**config.mk**
```make
export PLATFORM = sky130hd
export DESIGN_NAME = dcache_miss_ctrl
export DESIGN_NICKNAME = d
export VERILOG_FILES = /design/src/rtl/dcache_miss_ctrl_pkg.sv /design/src/rtl/dcache_perf_cnt.sv /design/src/rtl/dcache_miss_ctrl.sv
export SDC_FILE = /design/constraint.sdc
export NUM_CORES = 1
export LEC_CHECK = 0
export CAP_MARGIN = 20
export CORE_AREA = 2 2 167 169
export CTS_BUF_LIST = sky130_fd_sc_hd__clkbuf_8
export DETAILED_ROUTE_END_ITERATION = 10
export DIE_AREA = 0 0 169 171
export GPL_TIMING_DRIVEN = 0
export PLACE_DENSITY = 0.65
export SLEW_MARGIN = 20
export SYNTH_ARGS = -nofsm -noshare
export SYNTH_HDL_FRONTEND = slang
export SYNTH_SLANG_ARGS = --single-unit
export TNS_END_PERCENT = 1
```
**constraint.sdc**
```tcl
create_clock -name clk -period 5.8 [get_ports clk]
set_input_delay 0.58 -clock clk [delete_from_list [all_inputs] [get_ports clk]]
set_output_delay 0.58 -clock clk [all_outputs]
set_load 0.01 [all_outputs]
```
**src/rtl/dcache_miss_ctrl_pkg.sv**
```systemverilog
// Shared definitions for the data-cache miss controller.
//   state_e          : controller FSM encoding
//   OFF_*            : byte-offset-within-word constants
//   merge_misaligned : assembles a 32-bit load from two aligned words
package dcache_miss_ctrl_pkg;

  localparam int unsigned WORD_W = 32;

  typedef enum logic [2:0] {
    ST_IDLE,
    ST_RD0,
    ST_RD1,
    ST_FILL,
    ST_RESP,
    ST_WR,
    ST_WDONE
  } state_e;

  localparam logic [1:0] OFF_ALIGNED = 2'd0;
  localparam logic [1:0] OFF_B1      = 2'd1;
  localparam logic [1:0] OFF_B2      = 2'd2;
  localparam logic [1:0] OFF_B3      = 2'd3;

  // Little-endian merge: low bytes come from the upper part of w0, high bytes from w1.
  function automatic logic [WORD_W-1:0] merge_misaligned(input logic [WORD_W-1:0] w0,
                                                         input logic [WORD_W-1:0] w1,
                                                         input logic [1:0]        off);
    logic [WORD_W-1:0] r;
    case (off)
      OFF_B1:  r = {w1[7:0],  w0[31:8]};
      OFF_B2:  r = {w1[15:0], w0[31:16]};
      OFF_B3:  r = {w1[23:0], w0[31:24]};
      default: r = w0;
    endcase
    return r;
  endfunction

endpackage

```
**src/rtl/dcache_perf_cnt.sv**
```systemverilog
// Pair of saturating performance counters (load hits / load misses).
//   clk, rst        : clock, async active-high reset
//   hit_inc_i       : increment hit counter this cycle
//   miss_inc_i      : increment miss counter this cycle
//   hit_cnt_o       : saturating hit count
//   miss_cnt_o      : saturating miss count
module dcache_perf_cnt #(
  parameter int unsigned CNT_W = 32
) (
  input  logic             clk,
  input  logic             rst,
  input  logic             hit_inc_i,
  input  logic             miss_inc_i,
  output logic [CNT_W-1:0] hit_cnt_o,
  output logic [CNT_W-1:0] miss_cnt_o
);

  logic [CNT_W-1:0] hit_q;
  logic [CNT_W-1:0] miss_q;

  // Counters stick at all-ones once reached.
  always_ff @(posedge clk or posedge rst) begin
    if (rst) begin
      hit_q  <= '0;
      miss_q <= '0;
    end else begin
      if (hit_inc_i && (hit_q != '1)) begin
        hit_q <= hit_q + CNT_W'(1);
      end
      if (miss_inc_i && (miss_q != '1)) begin
        miss_q <= miss_q + CNT_W'(1);
      end
    end
  end

  assign hit_cnt_o  = hit_q;
  assign miss_cnt_o = miss_q;

endmodule

```
**src/rtl/dcache_miss_ctrl.sv**
```systemverilog
// Data-cache miss controller between the MEM stage, the data cache and the memory bus.
// Handles zero-latency load hits, one/two-word refills for (mis)aligned load misses,
// write-through stores, and hit/miss performance counting.
//   MEM stage : mem_rd, mem_wr, mem_addr, mem_wdata -> stall, mem_rdata
//   cache     : dc_r_en/dc_r_addr, dc_hit/dc_r_data, dc_fill_en/dc_fill_addr,
//               dc_w_en/dc_w_addr/dc_w_data
//   bus       : bus_req/bus_we/bus_addr/bus_wdata -> bus_ack/bus_rdata
//   perf      : hit_cnt, miss_cnt
module dcache_miss_ctrl
  import dcache_miss_ctrl_pkg::*;
#(
  parameter int unsigned ADDR_W = 32,
  parameter int unsigned DATA_W = 32,
  parameter int unsigned CNT_W  = 32
) (
  input  logic              clk,
  input  logic              rst,
  input  logic              mem_rd,
  input  logic              mem_wr,
  input  logic [ADDR_W-1:0] mem_addr,
  input  logic [DATA_W-1:0] mem_wdata,
  output logic              stall,
  output logic [DATA_W-1:0] mem_rdata,
  output logic              dc_r_en,
  output logic [ADDR_W-1:0] dc_r_addr,
  input  logic              dc_hit,
  input  logic [DATA_W-1:0] dc_r_data,
  output logic              dc_fill_en,
  output logic [ADDR_W-1:0] dc_fill_addr,
  output logic              dc_w_en,
  output logic [ADDR_W-1:0] dc_w_addr,
  output logic [DATA_W-1:0] dc_w_data,
  output logic              bus_req,
  output logic              bus_we,
  output logic [ADDR_W-1:0] bus_addr,
  output logic [DATA_W-1:0] bus_wdata,
  input  logic              bus_ack,
  input  logic [DATA_W-1:0] bus_rdata,
  output logic [CNT_W-1:0]  hit_cnt,
  output logic [CNT_W-1:0]  miss_cnt
);

  state_e            state_q, state_d;
  logic [DATA_W-1:0] w0_q, w0_d;
  logic [DATA_W-1:0] w1_q, w1_d;
  // Forces the idle bus cycle between the two refill reads.
  logic              gap_q, gap_d;
  logic              hit_inc;
  logic              miss_inc;

  logic [1:0]        off;
  logic [ADDR_W-1:0] a0;
  logic [ADDR_W-1:0] a1;
  logic              need2;

  assign off   = mem_addr[1:0];
  assign a0    = {mem_addr[ADDR_W-1:2], 2'b00};
  assign a1    = a0 + ADDR_W'(4);
  assign need2 = (off != OFF_ALIGNED);

  // Address/data passthroughs; the MEM stage holds them for the whole access.
  assign dc_r_addr    = mem_addr;
  assign dc_fill_addr = mem_addr;
  assign dc_w_addr    = mem_addr;
  assign dc_w_data    = mem_wdata;
  assign bus_wdata    = mem_wdata;

  // State and refill buffers.
  always_ff @(posedge clk or posedge rst) begin
    if (rst) begin
      state_q <= ST_IDLE;
      w0_q    <= '0;
      w1_q    <= '0;
      gap_q   <= 1'b0;
    end else begin
      state_q <= state_d;
      w0_q    <= w0_d;
      w1_q    <= w1_d;
      gap_q   <= gap_d;
    end
  end

  // Next-state and strobe decode.
  always_comb begin
    state_d    = state_q;
    w0_d       = w0_q;
    w1_d       = w1_q;
    gap_d      = 1'b0;
    stall      = 1'b0;
    mem_rdata  = '0;
    dc_r_en    = 1'b0;
    dc_fill_en = 1'b0;
    dc_w_en    = 1'b0;
    bus_req    = 1'b0;
    bus_we     = 1'b0;
    bus_addr   = '0;
    hit_inc    = 1'b0;
    miss_inc   = 1'b0;

    case (state_q)
      ST_IDLE: begin
        if (mem_wr) begin
          stall   = 1'b1;
          state_d = ST_WR;
        end else if (mem_rd) begin
          dc_r_en = 1'b1;
          if (dc_hit) begin
            mem_rdata = dc_r_data;
            hit_inc   = 1'b1;
          end else begin
            stall    = 1'b1;
            miss_inc = 1'b1;
            state_d  = ST_RD0;
          end
        end
      end
      ST_RD0: begin
        stall    = 1'b1;
        bus_req  = 1'b1;
        bus_addr = a0;
        if (bus_ack) begin
          w0_d = bus_rdata;
          if (need2) begin
            gap_d   = 1'b1;
            state_d = ST_RD1;
          end else begin
            state_d = ST_FILL;
          end
        end
      end
      ST_RD1: begin
        stall    = 1'b1;
        bus_addr = a1;
        if (!gap_q) begin
          bus_req = 1'b1;
          if (bus_ack) begin
            w1_d    = bus_rdata;
            state_d = ST_FILL;
          end
        end
      end
      ST_FILL: begin
        stall      = 1'b1;
        dc_fill_en = 1'b1;
        state_d    = ST_RESP;
      end
      ST_RESP: begin
        mem_rdata = merge_misaligned(w0_q, w1_q, off);
        state_d   = ST_IDLE;
      end
      ST_WR: begin
        stall    = 1'b1;
        bus_req  = 1'b1;
        bus_we   = 1'b1;
        bus_addr = mem_addr;
        if (bus_ack) begin
          dc_w_en = 1'b1;
          state_d = ST_WDONE;
        end
      end
      ST_WDONE: begin
        state_d = ST_IDLE;
      end
      default: begin
        state_d = ST_IDLE;
      end
    endcase
  end

  dcache_perf_cnt #(
    .CNT_W(CNT_W)
  ) u_perf_cnt (
    .clk       (clk),
    .rst       (rst),
    .hit_inc_i (hit_inc),
    .miss_inc_i(miss_inc),
    .hit_cnt_o (hit_cnt),
    .miss_cnt_o(miss_cnt)
  );

endmodule

```
Yosys cells after proc, flatten, opt, wreduce, memory -nomap -nowiden. Cells that the tools add are included.

Logic and storage cells: 72. Register bits: 124. Output and inout port bits: 294. Input bits: 134.

Reduce and logical (&&, ||, !) cells: 9. Add/subtract/negate cells: 3. Bitwise logic cells: 1. Equality and inequality tests: 16. Muxes and demuxes: 37.

Operators with widths (number): one-hot mux 32 bit (3 select lines) (2); two-way mux 32 bit (3); adder 32 x 1 -> 32 bit (second input constant) (2); != test 32 bit (second input constant) (2); one-hot mux 32 bit (2 select lines) (1); adder 32 x 3 -> 32 bit (second input constant) (1); two-way mux 1 bit (21); two-way mux 3 bit (7); one-hot mux 3 bit (5 select lines) (1); != test 2 bit (second input constant) (4); == test 3 x 2 -> 1 bit (second input constant) (2); == test 3 bit (second input constant) (2); != test 3 bit (second input constant) (2); AND reduction 6 bit (1); == test 2 bit (second input constant) (2); one-hot mux 1 bit (2 select lines) (2); OR reduction 4 bit (1); == test 3 x 1 -> 1 bit (second input constant) (1); logical NOT 3 bit (1); AND reduction 3 bit (1); == test 2 x 1 -> 1 bit (second input constant) (1); logical AND 1 bit (2); AND reduction 2 bit (1); nonzero test 2 bit (1); 2 further kinds (2).

Logic depth before layout (Yosys ltp).
Depth after elaboration: 5. Gate-level depth with buffers: 8. Depth with buffers taken out: 6.

Modules after synthesis. From an unflattened synthesis, not the netlist that was laid out.

Cell total of the unflattened synthesis: 954. Area total of the unflattened synthesis: 8794.7 sq um.

Modules (own cells, without submodules): dcache_miss_ctrl (cells an instance 655, area each 5689.2 sq um, seq. area each 1501.4 sq um, instances 1); dcache_perf_cnt (cells an instance 299, area each 3105.5 sq um, seq. area each 1601.5 sq um, instances 1).

Least setup slack after synthesis. Ideal clock, no wire load.

Path kind: input-to-output. From: in mem_addr[0]. To: out mem_rdata[0]. Data arrival time: 2316 ps. Stages: 4. Path slack: 2904 ps. Path buffers: 2. Required time: 5220 ps. Cell sequence: clkbuf_1 > buf_1 > mux4_2 > a22o_1.

Word-level cells in the longest chain between the ends: 3. Elaborated cells on any way between the ends: 5. Those cells by class: eq/ne (3); mux (2).

Ends and longest elaborated chain: start, declared (RTL line dcache_miss_ctrl.sv:20) `input logic [ADDR_W-1:0] mem_addr,`; == test 2 bit or == test 2 x 1 -> 1 bit (tied branches) (RTL line dcache_miss_ctrl_pkg.sv:29) `case (off)`; one-hot mux 32 bit (3 select lines) (*) (RTL line dcache_miss_ctrl_pkg.sv:29); one-hot mux 32 bit (2 select lines) (*) (RTL line dcache_miss_ctrl.sv:100) `case (state_q)`; end, declared (RTL line dcache_miss_ctrl.sv:23) `output logic [DATA_W-1:0] mem_rdata,`.

Every way passes the cells marked *; elsewhere a longest branch is shown, timed or not.

Final worst setup path.
From: in mem_addr[14]. To: out bus_addr[26].

Word-level cells in the longest chain between the ends: 2.

Ends and longest elaborated chain: adder 32 x 3 -> 32 bit (RTL line dcache_miss_ctrl.sv:58) `assign a1 = a0 + ADDR_W'(4);`; one-hot mux 32 bit (3 select lines) (RTL line dcache_miss_ctrl.sv:100); end, declared (RTL line dcache_miss_ctrl.sv:35) `output logic [ADDR_W-1:0] bus_addr,`.

Every way passes these cells.

==> impl_metrics.ini <==
[run_status]
outcome = complete, no violations

[final_layout]
finalNetCount = 1384
fin_cells = 1606
final_cell_mix = clkdlybuf4s50_1 (392), buf_4 (160), dfrtp_1 (124), mux2_2 (58), nand2_1 (53)
drive_gt1_share_pct = 23.2
area_growth_pct = 56.8
multi_input_area_mm2 = 0.00397
ff_latch_area_mm2 = 0.00310
nFillCells = 2590
final_common_cell = clkdlybuf4s50_1
antennaDiodeCount = 0

[clock_tree]
post_cts_buffers = 0
clockRootBuffer = clkbuf_8
cts_resized = 0
path_clk_slew_ns = 0.07
clockBufferDepth = 2
ctsHoldBuffers = 0
htreeDepth = 4
clk_latency_ns = 0.44
cts_buffers = 17
cts_tree = built
cts_sinks = 124

[synth]
ys_ff_latch = 124
synth_async_sr_flop_share_pct = 100
synth_nets = 972
synth_cell_types = 50
yosys_warnings = 0
syn_area_per_cell_um2 = 10.2
synth_seq_area_share_pct = 36.6
syn_inst = 835
ys_dominant_reg_cell = dfrtp_1
synth_edf_count = 0
mappedNetlistArea_mm2 = 0.00848

[die]
rows = 61
core-area_mm2 = 0.0273
ios = 428
die_height_um = 171
dieArea_mm2 = 0.0289
initial_core_util_pct = 31.0
die_w_um = 169

[global_routing]
grt_max_degree = 68
grt_util_met1_pct = 23.5
antenna_found_initial = 2
gr-usage-met3_pct = 5.00
grt_util_all_layers_pct = 20.5
grt_pass1_wl_um = 45300
grt_pass1_vias = 7622
top_usage_layer = met2
met2_usage_pct = 37.7
gr-total-overflow = 0

[route]
vias = 7865
drtIter0Drc = 544
avgViaCountPerCell = 4.90
wl_per_cell_um = 19.1
dr.pass1.iters = 5
antenna_left = 0
drc = 0
wl_um = 30600

[setup_path]
cp-start-kind = primary input
end_kind = primary output
rr_worst_depth = 7
worstPathRequired_ns = 5.22
cp.arrival_ns = 3.91
crit_type = in2out
critPathMaxFanout = 10

[sta]
tns_ns = 0
max_slew_margin_pct = 28.9
worst_clock_skew_ns = 0.0149
rsz0062_at_grt = false
finalHoldViolations = 0
fin_crit_sh_pct = 77.4
setup_violations = 0
fin_crit_ns = 4.49
clock.fmax_ghz = 0.223
max_slew.worst_pin.slew_ns = 1.06
finalWorstSetupSlack_ns = 1.31
slew_violations = 0

[power]
cellLeakagePower_nw = 5.42
vdd_ir_drop_max_v = 0.000207
powerDensity_mw_per_mm2 = 307

[placed_design]
post-dp-hpwl_um = 24600
io_buffers = 392
dp_slack_ns = 1.35
gp_congestion = 0.839
dp_cells = 1574

[min_path]
min-delay-path-class = reg2reg
holdPathStages = 1

[flow_run]
drv_cap = 0
[power by group]
part	internal [W]	leakage [nW]	switching, W
logic	0.00110	3.62	0.000869
clock network	0.000450	0.214	0.000367
registers	0.00110	1.59	0.000200
[per-layer routing]
| metal | wire length [µm] | vias up |
|---|---|---|
| met5 | 18 | - |
| met4 | 590 | 2 |
| met3 | 2130 | 38 |
| met2 | 16200 | 335 |
| met1 | 11700 | 3789 |
| li1 | - | 3701 |
[critical path, stage by stage]
cell and delay (ns):
clkdlybuf4s50_1 0.73, nand3_1 0.18, nor4_1 0.86, nand3_1 0.27
o311ai_0 0.59, clkdlybuf4s50_1 0.68
[cells by family (layout without fill, tap and decap cells)]
| kind of cell | after synthesis | count (layout) | share of synthesized area (%) |
|---|---|---|---|
| DFF | 124 | 124 | 36.6 |
| buffers and inverters | 213 | 638 | 16.6 |
| muxes | 90 | 90 | 16.2 |
| xor gates and xnor gates | 62 | 62 | 6.40 |
| and+or+nand+nor | 232 | 232 | 14.6 |
| AOI/OAI and AO/OA | 111 | 111 | 9.18 |
| adders and majority gates | 3 | 3 | 0.443 |
[state kept, by name (all words and copies together), names as in the netlist]
name	cells
w1_q	24
u_perf_cnt.hit_cnt_o	32
gap_q	1
state_q	3
u_perf_cnt.miss_cnt_o	32
w0_q	32
[cell type report]
class,instances,area share [%]
Buffer,199,10.2
Clock inverter,13,1.22
Clock buffer,19,1.97
Inverter,14,0.452
Sequential cell,124,23.3
Timing Repair Buffer,393,29.7
Multi-Input combinational cell,498,29.8
Tap cell,346,3.26
[synth_stat cells (3+ instances only)]
master / number / area share, %
buf_4: 160 / 14
dfrtp_1: 124 / 37
mux2_2: 58 / 7.7
nand2_1: 53 / 2.3
nand3_1: 47 / 2.8
xnor2_1: 43 / 4.4
nand4_1: 35 / 2.6
a22o_1: 33 / 3.4
mux4_2: 32 / 8.5
o21ai_0: 32 / 1.9
clkbuf_1: 30 / 1.3
nor2_1: 25 / 1.1
xor2_1: 19 / 2.0
and3_1: 14 / 1.0
inv_1: 14 / 0.62
a21oi_1: 11 / 0.65
nor3_1: 11 / 0.65
and4_1: 8 / 0.83
a31oi_1: 7 / 0.52
nor4_1: 7 / 0.52
or3_1: 7 / 0.52
buf_1: 6 / 0.27
o211ai_1: 6 / 0.53
o31ai_1: 6 / 0.53
and2_1: 5 / 0.37
nand2b_1: 4 / 0.30
nor3b_1: 4 / 0.35
or4_1: 4 / 0.35
ha_1: 3 / 0.44
[worst paths after layout]
check	from	slack (ns)	to
max	mem_addr[14]	1.31	bus_addr[26]
min	u_perf_cnt.hit_cnt_o[27]$_DFFE_PP0P_	0.48	u_perf_cnt.hit_cnt_o[27]$_DFFE_PP0P_
max reg2reg	state_q[0]$_DFFE_PP0P_	2.65	w0_q[19]$_DFFE_PP0P_
min reg2reg	u_perf_cnt.hit_cnt_o[27]$_DFFE_PP0P_	0.48	u_perf_cnt.hit_cnt_o[27]$_DFFE_PP0P_
max in group asynchronous	rst	4.54	u_perf_cnt.hit_cnt_o[3]$_DFFE_PP0P_
min in group asynchronous	rst	0.55	w1_q[7]$_DFFE_PP0P_
[metrics by stage]
step	instance area, µm²	hold WS, ns	utilization [%]	power, W
6_report	13300	0.485	48.7	0.00409
3_5_place_dp	12900	0.480	47.1	0.00329
4_1_cts	13300	0.491	48.7	0.00412
5_1_grt	13300	0.508	48.7	0.00432
2_1_floorplan	8480	0.474	-	0.00233
3_3_place_gp	12800	0.476	47.0	0.00326
(Power assumes the default switching activity.)
